**config.mk**
```make
export PLATFORM = sky130hd
export DESIGN_NAME = muldiv_ctrl_flat
export DESIGN_NICKNAME = d
export VERILOG_FILES = /design/src/rtl/muldiv_pkg.sv /design/src/rtl/muldiv_ctrl_if.sv /design/src/rtl/muldiv_datapath.sv /design/src/rtl/muldiv_ctrl.sv /design/src/flat_wrapper.sv
export SDC_FILE = /design/constraint.sdc
export NUM_CORES = 1
export LEC_CHECK = 0
export ABC_AREA = 1
export CAP_MARGIN = 20
export CORE_MARGIN = 2
export CORE_UTILIZATION = 46
export DETAILED_ROUTE_END_ITERATION = 6
export GPL_TIMING_DRIVEN = 0
export PLACE_DENSITY = 0.66
export SLEW_MARGIN = 30
export SYNTH_ARGS = -nofsm -noshare
export SYNTH_HDL_FRONTEND = slang
export SYNTH_SLANG_ARGS = --single-unit
```
**constraint.sdc**
```tcl
create_clock -name clk -period 3.82 [get_ports clk]
set_input_delay 0.764 -clock clk [delete_from_list [all_inputs] [get_ports clk]]
set_output_delay 0.764 -clock clk [all_outputs]
set_load 0.05 [all_outputs]
```
**src/rtl/muldiv_pkg.sv**
```systemverilog
// muldiv_pkg: shared encodings for the iterative multiply/divide unit.
//   - OP_*  : execute-stage operation codes (op[1] selects divide, op[0] unsigned)
//   - S_*   : sequencer state encodings
//   - WH_*  : HI/LO write-enable encoding, shared with the write-back stage
//   - helpers decoding the op field
package muldiv_pkg;

  localparam logic [1:0] OP_MULT  = 2'b00;
  localparam logic [1:0] OP_MULTU = 2'b01;
  localparam logic [1:0] OP_DIV   = 2'b10;
  localparam logic [1:0] OP_DIVU  = 2'b11;

  localparam logic [1:0] S_IDLE = 2'b00;
  localparam logic [1:0] S_MUL  = 2'b01;
  localparam logic [1:0] S_DIV  = 2'b10;
  localparam logic [1:0] S_DONE = 2'b11;

  localparam logic [1:0] WH_NONE = 2'b00;
  localparam logic [1:0] WH_HI   = 2'b10;
  localparam logic [1:0] WH_LO   = 2'b01;
  localparam logic [1:0] WH_BOTH = 2'b11;

  function automatic logic op_is_signed(input logic [1:0] op);
    return ~op[0];
  endfunction

  function automatic logic op_is_div(input logic [1:0] op);
    return op[1];
  endfunction

endpackage

```
**src/rtl/muldiv_ctrl_if.sv**
```systemverilog
// muldiv_ctrl_if: execute-stage <-> multiply/divide unit signal bundle.
//   master (execute stage): drives start, op, src_a, src_b, cancel, hilo_read_req
//                           observes busy, done, hilo, write_hilo, stall
//   slave  (muldiv_ctrl)  : the mirror image
interface muldiv_ctrl_if;
  logic        start;
  logic [1:0]  op;
  logic [31:0] src_a;
  logic [31:0] src_b;
  logic        cancel;
  logic        hilo_read_req;
  logic        busy;
  logic        done;
  logic [63:0] hilo;
  logic [1:0]  write_hilo;
  logic        stall;

  modport master (
    output start, op, src_a, src_b, cancel, hilo_read_req,
    input  busy, done, hilo, write_hilo, stall
  );

  modport slave (
    input  start, op, src_a, src_b, cancel, hilo_read_req,
    output busy, done, hilo, write_hilo, stall
  );
endinterface

```
**src/rtl/muldiv_datapath.sv**
```systemverilog
// muldiv_datapath: operand/accumulator registers, one shift-add or
// restoring-divide step per enabled cycle, and the final sign fix-up.
//   clk        : clock
//   load_i     : capture operand magnitudes and result signs
//   op_i       : operation code (muldiv_pkg OP_*)
//   src_a_i    : multiplicand / dividend
//   src_b_i    : multiplier / divisor
//   step_mul_i : perform one multiply step
//   step_div_i : perform one divide step
//   result_o   : sign-corrected {HI,LO}
// The accumulator is shared: for multiply it holds {partial product, multiplier},
// for divide it holds {remainder, dividend/quotient}. Data registers carry no reset.
module muldiv_datapath
  import muldiv_pkg::*;
#(
  parameter int DATA_W = 32
) (
  input  logic                  clk,
  input  logic                  load_i,
  input  logic [1:0]            op_i,
  input  logic [DATA_W-1:0]     src_a_i,
  input  logic [DATA_W-1:0]     src_b_i,
  input  logic                  step_mul_i,
  input  logic                  step_div_i,
  output logic [2*DATA_W-1:0]   result_o
);

  localparam int W = DATA_W;

  function automatic logic [W-1:0] mag(input logic signed [W-1:0] x, input logic sgn);
    return (sgn && x < 0) ? -x : x;
  endfunction

  function automatic logic [W-1:0] neg_w(input logic [W-1:0] x, input logic en);
    return en ? -x : x;
  endfunction

  function automatic logic [2*W-1:0] neg_2w(input logic [2*W-1:0] x, input logic en);
    return en ? -x : x;
  endfunction

  logic [2*W-1:0] acc_q, acc_d;
  logic [W-1:0]   opnd_q, opnd_d;
  logic           neg_quo_q, neg_quo_d;   // product or quotient negative
  logic           neg_rem_q, neg_rem_d;   // remainder negative
  logic           is_div_q, is_div_d;
  logic           divz_q, divz_d;

  logic           signed_op;
  logic [W-1:0]   mag_a, mag_b;
  logic [W:0]     addend, sum;
  logic [W:0]     shifted;
  logic [W+1:0]   diff;
  logic           ge;
  logic [W-1:0]   new_rem;

  assign signed_op = op_is_signed(op_i);
  assign mag_a     = mag(src_a_i, signed_op);
  assign mag_b     = mag(src_b_i, signed_op);

  // Multiply step: add multiplicand when the multiplier LSB is set, then shift right
  assign addend = acc_q[0] ? {1'b0, opnd_q} : '0;
  assign sum    = {1'b0, acc_q[2*W-1:W]} + addend;

  // Divide step: shift remainder:quotient left by one, trial-subtract the divisor
  assign shifted = acc_q[2*W-1:W-1];
  assign diff    = {1'b0, shifted} - {2'b00, opnd_q};
  assign ge      = ~diff[W+1];
  assign new_rem = ge ? diff[W-1:0] : shifted[W-1:0];

  always_comb begin
    acc_d     = acc_q;
    opnd_d    = opnd_q;
    neg_quo_d = neg_quo_q;
    neg_rem_d = neg_rem_q;
    is_div_d  = is_div_q;
    divz_d    = divz_q;
    if (load_i) begin
      acc_d     = {{W{1'b0}}, mag_a};
      opnd_d    = mag_b;
      neg_quo_d = signed_op & (src_a_i[W-1] ^ src_b_i[W-1]);
      neg_rem_d = signed_op & src_a_i[W-1];
      is_div_d  = op_is_div(op_i);
      divz_d    = (src_b_i == '0);
    end else if (step_mul_i) begin
      acc_d = {sum, acc_q[W-1:1]};
    end else if (step_div_i) begin
      acc_d = {new_rem, acc_q[W-2:0], ge};
    end
  end

  always_ff @(posedge clk) begin
    acc_q     <= acc_d;
    opnd_q    <= opnd_d;
    neg_quo_q <= neg_quo_d;
    neg_rem_q <= neg_rem_d;
    is_div_q  <= is_div_d;
    divz_q    <= divz_d;
  end

  // Divide by zero keeps the raw all-ones quotient; the remainder still takes the
  // dividend's sign, which reproduces the original dividend in HI.
  always_comb begin
    if (is_div_q) begin
      result_o = {neg_w(acc_q[2*W-1:W], neg_rem_q),
                  divz_q ? acc_q[W-1:0] : neg_w(acc_q[W-1:0], neg_quo_q)};
    end else begin
      result_o = neg_2w(acc_q, neg_quo_q);
    end
  end

endmodule

```
**src/rtl/muldiv_ctrl.sv**
```systemverilog
// muldiv_ctrl: iterative MULT/MULTU/DIV/DIVU sequencer for the MIPS pipeline.
//   clk : clock
//   rst : synchronous active-high reset (control state only)
//   bus : muldiv_ctrl_if.slave
//         start/op/src_a/src_b issue an operation from IDLE or DONE
//         cancel aborts (and suppresses the HI/LO write in DONE)
//         hilo_read_req signals a HI/LO access in decode
//         busy while iterating, done one-cycle result pulse with hilo,
//         write_hilo = WH_BOTH on an uncancelled done, stall freezes IF/ID/EX
// Issue at edge t gives done during the cycle after edge t+ITER.
module muldiv_ctrl
  import muldiv_pkg::*;
#(
  parameter int ITER = 32
) (
  input  logic          clk,
  input  logic          rst,
  muldiv_ctrl_if.slave  bus
);

  localparam int CNT_W = $clog2(ITER);

  logic [1:0]       state_q, state_d;
  logic [CNT_W-1:0] cnt_q, cnt_d;
  logic             accept;
  logic             last_iter;
  logic             step_mul, step_div;
  logic             busy, done;
  logic [63:0]      result;

  // New work is taken only when no operation is iterating; cancel wins over start
  assign accept    = bus.start & ~bus.cancel & (state_q == S_IDLE | state_q == S_DONE);
  assign last_iter = (cnt_q == CNT_W'(ITER - 1));
  assign step_mul  = (state_q == S_MUL) & ~bus.cancel;
  assign step_div  = (state_q == S_DIV) & ~bus.cancel;

  always_comb begin
    state_d = state_q;
    cnt_d   = cnt_q;
    case (state_q)
      S_IDLE, S_DONE: begin
        state_d = S_IDLE;
        if (accept) begin
          state_d = op_is_div(bus.op) ? S_DIV : S_MUL;
          cnt_d   = '0;
        end
      end
      S_MUL, S_DIV: begin
        cnt_d = cnt_q + 1'b1;
        if (last_iter) state_d = S_DONE;
      end
      default: state_d = S_IDLE;
    endcase
    if (bus.cancel) begin
      state_d = S_IDLE;
      cnt_d   = '0;
    end
  end

  always_ff @(posedge clk) begin
    if (rst) begin
      state_q <= S_IDLE;
      cnt_q   <= '0;
    end else begin
      state_q <= state_d;
      cnt_q   <= cnt_d;
    end
  end

  muldiv_datapath #(.DATA_W(32)) u_dp (
    .clk        (clk),
    .load_i     (accept),
    .op_i       (bus.op),
    .src_a_i    (bus.src_a),
    .src_b_i    (bus.src_b),
    .step_mul_i (step_mul),
    .step_div_i (step_div),
    .result_o   (result)
  );

  assign busy = (state_q == S_MUL) | (state_q == S_DIV);
  assign done = (state_q == S_DONE);

  assign bus.busy       = busy;
  assign bus.done       = done;
  assign bus.hilo       = done ? result : '0;
  assign bus.write_hilo = (done & ~bus.cancel) ? WH_BOTH : WH_NONE;
  // Drops in DONE so a dependent MFHI/MFLO reaches write-back after HI/LO update
  assign bus.stall      = busy & (bus.start | bus.hilo_read_req);

endmodule

```
**src/flat_wrapper.sv**
```systemverilog
// flat-port wrapper written by rule: the top's interface ports become plain ports
module muldiv_ctrl_flat import muldiv_pkg::*;
#(
  parameter int ITER = 32
)
  (clk, rst, bus_start, bus_op, bus_src_a, bus_src_b, bus_cancel, bus_hilo_read_req, bus_busy, bus_done, bus_hilo, bus_write_hilo, bus_stall);
  muldiv_ctrl_if bus_i ();
  input  logic clk;
  input  logic rst;
  input wire logic [$bits(bus_i.start)-1:0] bus_start;
  input wire logic [$bits(bus_i.op)-1:0] bus_op;
  input wire logic [$bits(bus_i.src_a)-1:0] bus_src_a;
  input wire logic [$bits(bus_i.src_b)-1:0] bus_src_b;
  input wire logic [$bits(bus_i.cancel)-1:0] bus_cancel;
  input wire logic [$bits(bus_i.hilo_read_req)-1:0] bus_hilo_read_req;
  output wire logic [$bits(bus_i.busy)-1:0] bus_busy;
  output wire logic [$bits(bus_i.done)-1:0] bus_done;
  output wire logic [$bits(bus_i.hilo)-1:0] bus_hilo;
  output wire logic [$bits(bus_i.write_hilo)-1:0] bus_write_hilo;
  output wire logic [$bits(bus_i.stall)-1:0] bus_stall;
  assign bus_i.start = bus_start;
  assign bus_i.op = bus_op;
  assign bus_i.src_a = bus_src_a;
  assign bus_i.src_b = bus_src_b;
  assign bus_i.cancel = bus_cancel;
  assign bus_i.hilo_read_req = bus_hilo_read_req;
  assign bus_busy = bus_i.busy;
  assign bus_done = bus_i.done;
  assign bus_hilo = bus_i.hilo;
  assign bus_write_hilo = bus_i.write_hilo;
  assign bus_stall = bus_i.stall;
  muldiv_ctrl #(.ITER(ITER)) u_core (.clk(clk), .rst(rst), .bus(bus_i));
endmodule
```
==> results.json <==
{
  "grt_start_max_net_pins": 46,
  "max_cap_viol_count": 0,
  "multi_input_comb_area_um2": 10100,
  "postcts_setup_bufs": 0,
  "grt_use_met3_pct": 4.37,
  "yosys_register_bits": 107,
  "nets": 2951,
  "setup.reg_to_reg.worst_slack_ns": 0.40,
  "netlist_instances": 2656,
  "worst_ep_arrival_ns": 2.96,
  "final_cell_count_no_fill": 3213,
  "path_cells": "clkbuf_4 > inv_2 > ha_4 > nand3_2 > nor2_2 > nand2_1 > nor2_4 > nand3_2 > inv_2 > a21oi_1 > a21oi_1 > clkdlybuf4s15_1",
  "worstMarginPinSlew_ns": 1.00,
  "maxSlewHeadroom_pct": 32.8,
  "groute.layer.met1.usage_pct": 51.5,
  "yosys_warnings": 0,
  "grt.total_usage_pct": 35.8,
  "crit_path_end_kind": "primary output",
  "grt_busiest_layer": "met2",
  "post-dp-hpwl_mm": 50.6,
  "synth_cell_types": 52,
  "register_area_um2": 2820,
  "total_standard_cell_area_after_synthesis_um2": 14800,
  "path_clk_slew_ns": 0.08,
  "max_clock_freq_ghz": 0.269,
  "tritoncts": "done",
  "number_of_antenna_violations_at_the_first_check_in_global_routing": 0,
  "ys_dominant_reg_cell": "edfxtp_1",
  "cts_buffer_depth": 2,
  "power_density_nw_per_um2": 284,
  "startpoint": "u_core.u_dp.acc_q[0]",
  "crit_path_max_fanout": 8,
  "vias_per_cell": 5.61,
  "crit_end": "bus_hilo[26]",
  "dieHeight_um": 183,
  "asr_flop_ratio_synth_pct": 0,
  "design.portCount": 140,
  "synth-seq-area-share_pct": 19.1,
  "crit-reg2reg-launch": "u_core.u_dp.acc_q[0]",
  "synth.largest_area_cell": "nand2_1",
  "hold_viol_final": 0,
  "use_met2_pct": 56.0,
  "worst_ep_required_time_ns": 3.06,
  "syn_avg_cell_area_um2": 5.57,
  "core_um2": 31600,
  "gp_routability_congestion": 1.00,
  "cts.sinks": 107,
  "irDropWorstVdd_mv": 0.241,
  "wire_length_of_the_first_global_routing_pass_mm": 92.2,
  "first_global_vias": 16400,
  "detailroute.via_count": 18000,
  "final_antenna_net_count": 0,
  "power.leakage_nw": 8.79,
  "critPathMaxStageDelay_ns": 0.55,
  "initial_utilization_pct": 46.7,
  "cts_root_buffer": "clkbuf_16",
  "crit_type": "reg2out",
  "finalMaxSlewViolations": 0,
  "netlist_top_cells_count": "nand2_1, inv_1, nor2_1, a21oi_1, o21ai_0",
  "layout-drive-gt1-share_pct": 4.95,
  "drtIter0Drc": 1945,
  "routed_wirelength_mm": 60.4,
  "status": "finished, final reports clean",
  "area_share_of_the_largest_cell_type_after_synthesis_pct": 20.8,
  "filler_cell_count_in_the_final_layout": 3348,
  "route.detailed.drc": 0,
  "report.final.setup_viol": 0,
  "wl_per_cell_um": 18.8,
  "synth_top_cells_by_area": "nand2_1, edfxtp_1, inv_1",
  "row_count": 65,
  "mappedNetlistNets": 2802,
  "port_buffers": 138,
  "die-width_um": 183,
  "fin_worst_skew_ns": 0.00894,
  "drtPass1Iterations": 6,
  "syn_to_final_growth_pct": 14.8,
  "clock_latency_ns": 0.37,
  "cts_hold_buf": 0,
  "synth_edf_count": 68,
  "h-tree-depth": 3,
  "yosys.cell_count.top_type": "nand2_1",
  "grt-ovfl-total": 0,
  "min-delay-path-class": "reg2reg",
  "r2r.worst_path.cells": 19,
  "r2r-end": "u_core.u_dp.acc_q[61]",
  "numPlacedInstances": 3196,
  "cts_inserted_buffers": 9,
  "fin_crit_sh_pct": 97.4,
  "timing.final.crit_period_ns": 3.72,
  "startpoint_kind_of_the_worst_setup_timing_path": "flop",
  "crit_path_top_delay_cell": "clkdlybuf4s15_1",
  "worst_hold_slack_ns": 0.465,
  "die-area_um2": 33600
}
[metrics by stage]
stage / power (mW) / utilization [%] / area (µm²) / setup slack [ns] / setup TNS, ns
2_1_floorplan: 2.99 / - / 14800 / 0.490 / 0
3_5_place_dp: 3.74 / 52.7 / 16700 / -0.182 / -0.779
6_report: 4.83 / 53.7 / 17000 / 0.100 / 0
5_1_grt: 5.13 / 53.7 / 17000 / -0.0246 / -0.137
4_1_cts: 4.75 / 53.6 / 17000 / 0.0000870 / 0
3_3_place_gp: 3.72 / 52.7 / 16700 / -0.405 / -17.76
[layout make-up]
class,instances,area share (%)
Sequential cell,107,16.6
Multi-Input combinational cell,2035,59.2
Clock inverter,2,0.0811
Tap cell,402,2.96
Buffer,72,1.96
Inverter,442,9.78
Antenna cell,1,0.0147
Timing Repair Buffer,138,7.55
Clock buffer,14,1.81
[report_power, final]
| group | switching, mW | internal [mW] | leakage [nW] | total [mW] |
|---|---|---|---|---|
| Sequential | 0.220 | 1.34 | 0.959 | 1.56 |
| Combinational | 1.52 | 0.722 | 7.67 | 2.24 |
| Clock | 0.457 | 0.564 | 0.158 | 1.02 |
[critical path, delay by kind of cell (launching register included)]
kind | cells | cell delay [ns]
buf+inv | 4 | 1.02
flops | 1 | 0.39
simple gates | 5 | 0.67
fa+ha+maj | 1 | 0.17
compound gates | 2 | 0.33
[timing repair]
action	in CTS	in global routing
pin swaps	0	0
resized for setup	87	94
setup endpoints to repair	48	55
[how the worst min path moves through the flow]
stage / startpoint / to / slack, ns / depth (start not counted)
after floorplan: u_core.cnt_q[3] / u_core.cnt_q[3] / 0.43 / 1
after global placement: u_core.cnt_q[3] / u_core.cnt_q[3] / 0.45 / 1
after detailed placement: u_core.cnt_q[3] / u_core.cnt_q[3] / 0.45 / 1
after CTS: u_core.cnt_q[3] / u_core.cnt_q[3] / 0.47 / 1
after global routing: u_core.cnt_q[3] / u_core.cnt_q[3] / 0.50 / 1
final: u_core.cnt_q[3] / u_core.cnt_q[3] / 0.47 / 1
[cell families (layout without fill, tap and decap cells)]
| family | count (synthesis) | in the layout | synth area share, % |
|---|---|---|---|
| AND/OR/NAND/NOR | 1499 | 1499 | 43.0 |
| buffers and inverters | 514 | 668 | 13.4 |
| AO/OA/AOI/OAI | 397 | 397 | 14.3 |
| flip-flops | 107 | 107 | 19.1 |
| adder cells (fa/ha/maj) | 75 | 75 | 6.45 |
| XOR/XNOR | 64 | 64 | 3.79 |
| other | 0 | 1 | 0 |
[sequential cells by signal, indices dropped and copies added (netlist names)]
name / flops
u_core.u_dp.neg_rem_q: 1
u_core.u_dp.is_div_q: 1
u_core.state_q: 2
u_core.u_dp.opnd_q: 32
u_core.u_dp.neg_quo_q: 1
u_core.u_dp.divz_q: 1
u_core.cnt_q: 5
u_core.u_dp.acc_q: 64
[routing by layer]
| layer | vias up | part of all wire (%) |
|---|---|---|
| met5 | - | 0 |
| li1 | 8779 | - |
| met2 | 978 | 42 |
| met4 | 0 | 3.1 |
| met1 | 8181 | 45 |
| met3 | 101 | 9.7 |
[cell usage in the layout (no fill, tap or decap), types with 10 or more instances in the layout]
cell type	instances
dlygate4sd2_1	11
o22ai_1	17
inv_1	428
ha_1	71
nor2_1	338
nand2_1	820
clkbuf_2	23
nand4_1	52
edfxtp_1	68
clkbuf_1	45
o21ai_0	159
nand3b_1	21
buf_2	14
clkdlybuf4s50_1	78
clkbuf_16	12
dlymetal6s2s_1	13
a21oi_1	171
xor2_1	56
dfxtp_1	39
nand3_1	156
o21a_1	10
nor3_1	46
nor2_2	11
Note: power is estimated with default switching activity, not from simulation.
